<file path="config.mk">
export PLATFORM = sky130hd
export DESIGN_NAME = pc_upstream_arbiter
export DESIGN_NICKNAME = d
export VERILOG_FILES = /design/src/rtl/pc_upstream_arbiter.sv
export SDC_FILE = /design/constraint.sdc
export NUM_CORES = 1
export LEC_CHECK = 0
export BUFFER_PORTS_ARGS = -buffer_cell sky130_fd_sc_hd__buf_4
export CELL_PAD_IN_SITES_DETAIL_PLACEMENT = 2
export CELL_PAD_IN_SITES_GLOBAL_PLACEMENT = 2
export CORE_MARGIN = 5
export CORE_UTILIZATION = 20
export DETAILED_ROUTE_END_ITERATION = 10
export GPL_ROUTABILITY_DRIVEN = 0
export HOLD_SLACK_MARGIN = 0.03
export PLACE_DENSITY = 0.8
export SYNTH_ARGS = -nofsm -noshare
export SYNTH_HDL_FRONTEND = slang
export SYNTH_HIERARCHICAL = 1
export SYNTH_SLANG_ARGS = --single-unit
</file>
<file path="constraint.sdc">
create_clock -name clk -period 2.25 [get_ports clk]
set_input_delay 0.1125 -clock clk [delete_from_list [all_inputs] [get_ports clk]]
set_output_delay 0.1125 -clock clk [all_outputs]
set_load 0.02 [all_outputs]
</file>
<file path="src/rtl/pc_upstream_arbiter.sv">
// Round-robin, message-granular arbiter sharing the 32-bit PC upstream channel among NIN sources.
// Optional per-source word counters are built when PC_UPSTREAM_ARB_STATS_EN is defined.

`ifdef PC_UPSTREAM_ARB_STATS_EN
module pc_upstream_arbiter_cnt #(
    parameter int NCNT = 16
) (
    input  logic            clk,
    input  logic            reset,
    input  logic            clr,
    input  logic            inc,
    output logic [NCNT-1:0] cnt
);
    // Clear wins over a same-cycle increment; the count sticks at all-ones.
    always_ff @(posedge clk or negedge reset) begin
        if (!reset)               cnt <= '0;
        else if (clr)             cnt <= '0;
        else if (inc && ~&cnt)    cnt <= cnt + 1'b1;
    end
endmodule
`endif

module pc_upstream_arbiter #(
    parameter  int NIN     = 4,
    parameter  int NPCcode = 8,
    parameter  int NPCdata = 24,
    parameter  int NCNT    = 16,
    localparam int NW      = NPCcode + NPCdata,
    localparam int IW      = $clog2(NIN)
) (
    input  logic              clk,
    input  logic              reset,
    input  logic [NIN-1:0]    in_v,
    input  logic [NIN*NW-1:0] in_d,
    input  logic [NIN-1:0]    in_last,
    output logic [NIN-1:0]    in_a,
    output logic              out_v,
    output logic [NW-1:0]     out_d,
    input  logic              out_a,
    output logic [IW-1:0]     grant_id,
    output logic              locked,
    input  logic [IW-1:0]     stat_sel,
    input  logic              stat_clr,
    output logic [NCNT-1:0]   stat_cnt
);
    typedef enum logic {IDLE, LOCKED} state_t;

    state_t        state;
    logic [IW-1:0] ptr, owner, sel;
    logic [IW:0]   cand;
    logic          found, free, xfer;

    // Search ptr+1, ptr+2, ... with wrap; iterating downward lets the nearest hit win.
    always_comb begin
        sel   = owner;
        found = 1'b0;
        cand  = '0;
        if (state == LOCKED) begin
            found = in_v[owner];
        end else begin
            for (int k = NIN; k >= 1; k--) begin
                cand = {1'b0, ptr} + (IW+1)'(k);
                if (cand >= (IW+1)'(NIN)) cand = cand - (IW+1)'(NIN);
                if (in_v[cand[IW-1:0]]) begin
                    sel   = cand[IW-1:0];
                    found = 1'b1;
                end
            end
        end
    end

    assign free = ~out_v | out_a;
    assign xfer = found & free;

    always_comb begin
        in_a      = '0;
        in_a[sel] = xfer;
    end

    always_ff @(posedge clk or negedge reset) begin
        if (!reset) begin
            out_v    <= 1'b0;
            out_d    <= '0;
            state    <= IDLE;
            ptr      <= IW'(NIN-1);
            owner    <= '0;
            grant_id <= '0;
            locked   <= 1'b0;
        end else if (xfer) begin
            out_v    <= 1'b1;
            out_d    <= in_d[sel*NW +: NW];
            grant_id <= sel;
            if (in_last[sel]) begin
                state  <= IDLE;
                locked <= 1'b0;
                ptr    <= sel;
            end else begin
                state  <= LOCKED;
                locked <= 1'b1;
                owner  <= sel;
            end
        end else if (out_a) begin
            out_v <= 1'b0;
        end
    end

`ifdef PC_UPSTREAM_ARB_STATS_EN
    logic [NIN-1:0][NCNT-1:0] cnt;

    for (genvar i = 0; i < NIN; i++) begin : g_cnt
        pc_upstream_arbiter_cnt #(.NCNT(NCNT)) u_cnt (
            .clk   (clk),
            .reset (reset),
            .clr   (stat_clr),
            .inc   (in_a[i]),
            .cnt   (cnt[i])
        );
    end

    always_ff @(posedge clk or negedge reset) begin
        if (!reset)                     stat_cnt <= '0;
        else if (int'(stat_sel) < NIN)  stat_cnt <= cnt[stat_sel];
        else                            stat_cnt <= '0;
    end
`else
    // Ports kept for a uniform interface; the value is always zero.
    assign stat_cnt = {NCNT{1'b0}} & {NCNT{^{stat_sel, stat_clr}}};
`endif

endmodule
</file>
==> run_results.csv, run 1 <==
group,metric,value,unit
status,status,"finished with violations",
status,violations,"negative setup slack",
yosys,syn_avg_cell_area,8.52,µm²
yosys,async_reset_ff_share,100,%
setup_path,r2r_cells,9,
final_layout,fin_nets,720,
setup_path,path_cells,"buf_12, mux2i_4, o22ai_4, a311oi_4, buf_4, o21ai_4, buf_12, nor2_4, buf_6",
yosys,ys_warn_count,6,
cts,clockBufferDepth,2,
setup_path,critPathLaunchType,"flip-flop",
sta,setup_ws,-218,ps
cts,clkSinkCount,40,
route,dr.pass1.iters,4,
final_layout,drive_gt1_share,59.2,%
run,drv_cap,0,
route,dr_wl_met2,8920,µm
route,vias,3820,
floorplanning,rows,45,
setup_path,timing.rr.start,"ptr[0]",
yosys,ys_ff_latch,40,
final_layout,finalNonFillerCells,789,
sta,period_needed,2470,ps
floorplanning,die-area,18200,µm²
route,wirelength,16800,µm
placement,dp_hpwl,11300,µm
route,dr_wl_met3,1010,µm
yosys,synth_cells,367,
pwr,power.leakage,2.66,nW
sta,tightest_slew,595,ps
cts,cts_buffers,5,
setup_path,path_class,"reg -> out",
floorplanning,start_util,20.5,%
min_path,hold_path_startpoint,"in_d[12]",
cts,clock-root-buffer,"clkbuf_16",
final_layout,antennaDiodeCount,0,
setup_path,cp-end-kind,"primary output",
sta,rsz0062_at_grt,"yes",
route,highest_layer,"met5",
cts,clkTransAtPathRegs,70,ps
route,first_iter_violations,115,
floorplanning,fp.dieH,135,µm
placement,place_inst,745,
yosys,synth_area,3130,µm²
route,remaining_drc_errors,0,
route,met1_length,6730,µm
route,ant_nets,0,
sta,slew_headroom,60.3,%
yosys,synthFlopType,"dfrtp_1",
sta,hold_slack,80.7,ps
floorplanning,die_width,135,µm
global_route,grt_max_degree,41,
global_route,grt_pass1_vias,4312,
pwr,vdd_drop_max,0.528,mV
setup_path,worstPathRequired,2140,ps
setup_path,crit_arrival,2360,ps
global_route,grt.overflow.total,0,
sta,fmax,405,MHz
setup_path,r2r_slack,-200,ps
global_route,grt_pass1_wl,24000,µm
sta,setup_violations,40,
setup_path,timing.rr.end,"out_d[25]",
setup_path,cp_max_fo,7,
route,drt-wirelength-per-cell,21.3,µm
global_route,grt_use_total,16.5,%
min_path,min_to,"out_d[12]",
sta,slew_violations,0,
cts,clkLatencyLatePin,290,ps
cts,cts_tree,"yes",
yosys,yosysUniqueCellTypes,50,
setup_path,crit_top_cell,"buf_12",
cts,cts-htree-levels,2,
route,via_per_inst,4.84,
floorplanning,core,15300,µm²
pwr,power.density,1630,nW/µm²
sta,hold_viol_final,0,
final_layout,layout_commonest_cell,"buf_4",
setup_path,slowest_delay,580,ps
final_layout,final_cell_mix,"buf_4 (208), dfrtp_1 (38), nand2_1 (37)",
final_layout,area_delta_synth_final,89.4,%
setup_path,critical_path.slowest_cell,"dfstp_2",
sta,period_share,110,%
global_route,antenna_found_initial,1,
floorplanning,io_pins,198,
placement,numPortBuffers,178,
yosys,synth_edf_count,0,
sta,skew,10.2,ps
min_path,holdPathStages,3,
yosys,seq_area_frac_synth,32.1,%
min_path,holdCritPathClass,"in -> reg",
[worst max-delay path, delay by kind of cell, from the launching register on]
kind                   cells  cell delay, ps
DFF                        1             580
muxes                      1             240
AOI/OAI and AO/OA          3             540
buffers and inverters      4             610
and+or+nand+nor            1              90
[sequential cells by signal, summed over array words and instances, names as in the netlist]
name / count
grant_id: 2
out_d: 32
out_v: 1
owner: 2
ptr: 2
state: 1
[cells in the mapped netlist, types with 2 or more instances]
cell	number	area (µm²)
nor3_1	8	40.0
nand2_1	38	143
inv_1	4	15.0
buf_2	10	50.1
clkbuf_1	17	63.8
o21ai_0	37	185
buf_6	2	22.5
o31a_1	2	17.5
buf_4	25	188
nand2b_1	4	25.0
nor2_1	5	18.8
a211oi_1	32	240
a21oi_1	34	170
o211ai_1	3	22.5
dfstp_2	2	52.6
dfrtp_1	38	951
mux2_2	2	22.5
mux2i_1	35	350
o21a_1	3	22.5
o21ai_1	2	10.0
o22ai_1	33	206
a211o_1	2	17.5
and2_1	2	12.5
[cell type report]
cell class / count / area, µm²
clock buffers: 6 / 129
multi-input cells: 283 / 2370
inverters: 5 / 21.3
fillers: 1656 / 9330
flip-flops and latches: 40 / 1000
clock inverters: 1 / 5.00
repair buffers: 243 / 2130
well taps: 211 / 264
[where the power goes]
group / leakage, nW / switching [mW] / total (mW) / internal, mW
registers: 0.462 / 0.301 / 1.42 / 1.12
logic: 2.13 / 3.89 / 7.50 / 3.62
clock network: 0.0667 / 0.313 / 0.717 / 0.405
[worst max path at each step]
stage               startpoint  depth (start not counted)  slack (ps)         to
floorplan               ptr[0]                          7          50    in_a[2]
global placement        ptr[1]                          8        -110   owner[0]
detailed placement      ptr[0]                          8        -180  out_d[27]
CTS                     ptr[0]                          9        -220    in_a[1]
global route            ptr[0]                          7        -330   owner[1]
finish                  ptr[0]                          9        -220    in_a[1]
[per-stage QoR]
stage	instance area (µm²)	worst slack [ps]	TNS, ps	total power, mW	utilization (%)
6_report	5920	-218	-6390	9.64	38.8
5_1_grt	5920	-325	-9590	10.2	38.8
4_1_cts	5340	-221	-6420	8.28	35.0
3_5_place_dp	4780	-185	-3940	6.68	31.3
3_3_place_gp	4780	-113	-1550	6.46	31.3
2_1_floorplan	3180	54.0	0	4.55	-
[cells by family (layout without fill, tap and decap cells)]
family / count (synthesis) / count (layout) / share of synthesized area (%)
buffers and inverters: 59 / 255 / 11.0
AND/OR/NAND/NOR: 65 / 65 / 9.32
other: 1 / 16 / 0.120
flip-flops: 40 / 40 / 32.1
AO/OA/AOI/OAI: 164 / 164 / 34.9
multiplexers: 38 / 38 / 12.6
[repair_timing]
action	in CTS	in global routing
setup endpoints to repair	40	41
resized for setup	45	108
setup buffers	13	20
cloned	3	2
pin swaps	9	11
endpoints found under the hold margin	38	0
hold buffers	1	0
[routing by layer]
metal	global-route usage (%)	vias up
met2	30.6	120
met4	3.98	2
met5	0	-
met1	19.0	1916
met3	4.06	11
li1	-	1771
Power figures use the tool's default switching activity.
==> run 2: changes to the inputs <==
==> constraint.sdc (replaced) <==
create_clock -name clk -period 2.2 [get_ports clk]
set_input_delay 0.11 -clock clk [delete_from_list [all_inputs] [get_ports clk]]
set_output_delay 0.11 -clock clk [all_outputs]
set_load 0.02 [all_outputs]
==> run_results.csv, run 2 (synthesis gave the netlist of run 1 again) <==
group,metric,value,unit
final_layout,fin_nets,712,
status,status,"finished with violations",
cts,clockBufferDepth,2,
final_layout,fillerInstances,1678,
final_layout,fin_util,37.8,%
setup_path,cp_max_fo,5,
final_layout,finalNonFillerCells,782,
run,drv_cap,0,
final_layout,area_delta_synth_final,84.6,%
final_layout,antennaDiodeCount,0,
setup_path,crit_arrival,2280,ps
global_route,grt_pass1_vias,4447,
pwr,total_power,9.51,mW
sta,setup_ws,-194,ps
status,violations,"negative setup slack",
pwr,power.density,1650,nW/µm²
final_layout,layout_commonest_cell,"buf_4",
min_path,holdPathStages,3,
global_route,grt_use_total,16.7,%
sta,period_share,109,%
setup_path,r2r_slack,-160,ps
route,first_iter_violations,81,
route,remaining_drc_errors,0,
route,drt-wirelength-per-cell,22.0,µm
sta,slew_violations,0,
sta,hold_viol_final,0,
cts,cts_tree,"yes",
final_layout,drive_gt1_share,57.6,%
sta,fin_setup_tns,-2380,ps
sta,setup_violations,39,
cts,cts-htree-levels,2,
floorplanning,rows,45,
route,via_per_inst,4.92,
placement,numPortBuffers,178,
floorplanning,start_util,20.5,%
setup_path,critPathLaunchType,"flip-flop",
cts,clkLatencyLatePin,290,ps
sta,fmax,418,MHz
global_route,grt_max_degree,41,
cts,clkSinkCount,40,
route,wirelength,17200,µm
global_route,grt.overflow.total,0,
placement,place_inst,748,
setup_path,worstPathRequired,2090,ps
route,vias,3846,
floorplanning,core,15300,µm²
cts,clkTransAtPathRegs,60,ps
sta,rsz0062_at_grt,"yes",
sta,tightest_slew,612,ps
final_layout,final_cell_mix,"buf_4 (212), dfrtp_1 (38), nand2_1 (37)",
sta,hold_slack,112,ps
pwr,power.leakage,2.55,nW
pwr,vdd_drop_max,0.532,mV
final_layout,design_area,5770,µm²
cts,cts_buffers,5,
floorplanning,io_pins,198,
route,ant_nets,0,
sta,slew_headroom,59.2,%
global_route,antenna_found_initial,0,
min_path,holdCritPathClass,"in -> reg",
cts,clock-root-buffer,"clkbuf_16",
floorplanning,die-area,18200,µm²
setup_path,cp-end-kind,"primary output",
setup_path,path_class,"reg -> out",
floorplanning,die_width,135,µm
floorplanning,fp.dieH,135,µm
placement,place_ws,-169,ps
global_route,grt_pass1_wl,24300,µm
setup_path,r2r_cells,10,
route,dr.pass1.iters,4,
final_layout,largest_reg_flops,32,
sta,skew,6.96,ps
final_layout,top_register,"out_d",
placement,dp_hpwl,11600,µm
placement,post_dp_cell_area,4800,µm²
sta,period_needed,2390,ps
## run 2: cell count changes in the layout (fill, tap and decap cells not counted), sizes merged
cell	previous run	this run
clkbuf	8	6
bufinv	0	1
buf	239	234
bufbuf	1	0
## run 2: critical path, cell delays in order (launching register included)
cell	delay [ps]
dfstp_2	560
buf_6	130
mux2i_4	240
o22ai_4	100
a311oi_4	330
buf_4	180
o21ai_4	70
buf_12	160
nor2_4	90
buf_6	120
## run 2: cell type report
type | count | area [µm²] | share of cell area, %
timing repair buffer | 235 | 1930 | 33.5
multi-input combinational | 283 | 2390 | 41.4
sequential | 40 | 1000 | 17.4
inverter | 5 | 18.8 | 0.325
clock buffer | 6 | 129 | 2.23
tap | 211 | 264 | 4.57
clock inverter | 2 | 35.0 | 0.607
## run 2: final timing paths
check | end | from
worst max-delay path | in_a[1] | ptr[0]
worst min-delay path | out_d[4] | in_d[4]
worst max register to register | out_d[12] | ptr[0]
worst min register to register | out_v | out_v
max in group asynchronous | out_d[27] | reset
min in group asynchronous | out_d[8] | reset
## run 2: metal layers
| layer | track usage [%] | wire, µm |
|---|---|---|
| met3 | 4.25 | 1120 |
| met2 | 31.9 | 9270 |
| met4 | 4.20 | 353 |
| met5 | 0 | 0 |
| met1 | 18.4 | 6440 |
## run 2: power by group
part | total [mW] | switching (mW) | leakage (nW) | internal (mW)
Clock | 0.861 | 0.326 | 0.0808 | 0.535
Sequential | 1.44 | 0.303 | 0.462 | 1.14
Combinational | 7.21 | 3.90 | 2.01 | 3.31
Total | 9.51 | 4.53 | 2.55 | 4.99
## run 2: timing repair
action / CTS / global route
resized for setup: 49 / 80
hold endpoints to repair: 38 / 0
gates cloned: 1 / 0
setup endpoints to repair: 40 / 41
pin swaps: 5 / 17
hold buffers: 1 / 0
setup buffers: 16 / 10
==> run 3: changes to the inputs <==
--- a/config.mk
+++ b/config.mk
@@ -9,11 +9,11 @@
 export CELL_PAD_IN_SITES_DETAIL_PLACEMENT = 2
 export CELL_PAD_IN_SITES_GLOBAL_PLACEMENT = 2
 export CORE_MARGIN = 5
-export CORE_UTILIZATION = 20
+export CORE_UTILIZATION = 23
 export DETAILED_ROUTE_END_ITERATION = 10
 export GPL_ROUTABILITY_DRIVEN = 0
 export HOLD_SLACK_MARGIN = 0.03
-export PLACE_DENSITY = 0.8
+export PLACE_DENSITY = 0.86
 export SYNTH_ARGS = -nofsm -noshare
 export SYNTH_HDL_FRONTEND = slang
 export SYNTH_HIERARCHICAL = 1
==> constraint.sdc (replaced) <==
create_clock -name clk -period 2.7 [get_ports clk]
set_input_delay 0.135 -clock clk [delete_from_list [all_inputs] [get_ports clk]]
set_output_delay 0.135 -clock clk [all_outputs]
set_load 0.02 [all_outputs]
==> run_results.csv, run 3 (synthesis gave the netlist of run 1 again) <==
group,metric,value,unit
cts,clkSinkCount,40,
pwr,switching_share,49.9,%
setup_path,crit_arrival,2570,ps
global_route,grt_max_degree,41,
route,ant_nets,0,
pwr,p_clk_share,9.7,%
floorplanning,start_util,23.5,%
run,drv_cap,0,
cts,clkLatencyLatePin,280,ps
final_layout,finalNonFillerCells,718,
pwr,p_int,3.00,mW
pwr,combPwrFrac,71.1,%
sta,slew_headroom,63.3,%
pwr,p_switching,2.99,mW
sta,hold_viol_final,0,
global_route,grt.overflow.total,0,
cts,clock-root-buffer,"clkbuf_16",
final_layout,antennaDiodeCount,0,
route,vias,3588,
final_layout,layout_commonest_cell,"buf_4",
setup_path,cp-end-kind,"primary output",
route,dr_wl_met3,942,µm
final_layout,seq_area,1000,µm²
cts,cts_buffers,5,
placement,numPortBuffers,178,
route,via_per_inst,5.00,
sta,skew,3.68,ps
setup_path,cp.depth,8,
final_layout,multi_input_area,1910,µm²
route,first_iter_violations,140,
pwr,power.leakage,2.27,nW
route,met1_length,5490,µm
floorplanning,fp.dieH,127,µm
placement,post_dp_cell_area,4600,µm²
route,wirelength,14500,µm
pwr,vdd_drop_max,0.496,mV
final_layout,top_register,"out_d",
final_layout,drive_gt1_share,42.6,%
placement,dp_hpwl,11100,µm
floorplanning,die_width,127,µm
sta,period_share,100,%
route,drt-wirelength-per-cell,20.2,µm
setup_path,cp_max_fo,33,
placement,place_inst,700,
global_route,grt_pass1_vias,3992,
setup_path,path_class,"reg -> out",
setup_path,critical_path.slowest_cell,"dfstp_2",
floorplanning,rows,42,
status,violations,"negative setup slack",
setup_path,slowest_delay,580,ps
pwr,power.density,1240,nW/µm²
sta,tightest_slew,550,ps
pwr,seqPwrFrac,19.2,%
sta,fmax,369,MHz
sta,setup_ws,-7.06,ps
sta,slew_violations,0,
setup_path,crit_top_cell,"buf_4",
final_layout,fin_nets,684,
floorplanning,die-area,16000,µm²
setup_path,r2r_cells,7,
final_layout,final_cell_mix,"buf_4 (206), dfrtp_1 (38), nand2_1 (37), o21ai_0 (37), mux2i_1 (35)",
setup_path,critPathLaunchType,"flip-flop",
cts,cts-htree-levels,2,
floorplanning,io_pins,198,
sta,setup_violations,1,
floorplanning,core,13300,µm²
cts,cts_tree,"yes",
route,highest_layer,"met4",
min_path,holdPathStages,3,
sta,hold_slack,144,ps
sta,period_needed,2710,ps
final_layout,fillerInstances,1507,
route,dr.pass1.iters,4,
setup_path,critical_path_buf_inv_count,3,
cts,clkTransAtPathRegs,60,ps
status,status,"finished with violations",
pwr,total_power,5.98,mW
min_path,holdCritPathClass,"in -> reg",
setup_path,path_delay_family,"compound AO/OA/AOI/OAI gates",
final_layout,area_delta_synth_final,54.7,%
global_route,grt_use_total,17.2,%
route,dr_wl_met2,7850,µm
cts,clockBufferDepth,2,
global_route,antenna_found_initial,0,
global_route,grt_pass1_wl,22300,µm
setup_path,worstPathRequired,2570,ps
sta,fin_setup_tns,-7.06,ps
route,remaining_drc_errors,0,
final_layout,design_area,4840,µm²
final_layout,largest_reg_flops,32,
setup_path,path_cells,"buf_4, mux2i_1, o22ai_2, a311oi_4, o21ai_4, buf_4, nor2_1, buf_4",
## run 3: cell types whose count changed in the layout (fill, tap and decap cells not counted), moves of 10 or more
cell,change
buf_6,-10
mux2i_1,+16
o21ai_0,+13
o22ai_1,+15
o21ai_2,-11
o22ai_2,-13
a211oi_1,+12
## run 3: final timing paths
| check | from | endpoint | slack, ps |
|---|---|---|---|
| setup / recovery | ptr[0] | in_a[3] | -7 |
| hold / removal | in_d[19] | out_d[19] | 140 |
| setup reg to reg | ptr[0] | owner[1] | 140 |
| hold reg to reg | grant_id[1] | grant_id[1] | 500 |
| max in group asynchronous | reset | out_d[13] | 1930 |
| min in group asynchronous | reset | out_d[9] | 390 |
## run 3: power groups by stage
| stage | Combinational, mW | Clock, mW | Sequential, mW |
|---|---|---|---|
| after floorplan | 2.37 | 0 | 1.43 |
| after CTS | 4.26 | 0.598 | 1.15 |
| final | 4.25 | 0.581 | 1.15 |
| after detailed placement | 4.15 | 0 | 1.18 |
| after global placement | 3.95 | 0 | 1.15 |
| after global routing | 4.60 | 0.625 | 1.20 |
## run 3: area by class of cell
class	instances	share of cell area, %
inverters	5	0.388
multi-input cells	283	39.4
clock inverters	1	0.103
clock buffers	6	2.66
flip-flops and latches	40	20.7
repair buffers	207	32.2
well taps	176	4.55
## run 3: worst min-delay path: stages
cell and delay [ps]:
buf_4 80, a211oi_1 50, o22ai_1 110
## run 3: per-stage QoR
| step | setup slack (ps) | utilization, % |
|---|---|---|
| after floorplan | 481 | - |
| after global placement | 271 | 34.6 |
| after global routing | -111 | 36.4 |
| after detailed placement | 99.9 | 34.6 |
| final | -7.06 | 36.4 |
| after CTS | 56.2 | 36.1 |
## run 3: timing repair
action,CTS,global route
resized for setup,3,1
hold endpoints to repair,38,0
buffers inserted,5,5
pin swaps,1,1
cloned,0,0
hold buffers,1,0
endpoints found under the setup margin,2,3
## run 3: metal layers
layer  up-vias  global-route usage, %
met5         -                      0
met4         0                   4.61
met3        18                   4.04
met2       134                   32.6
met1      1740                   19.0
li1       1696                      -
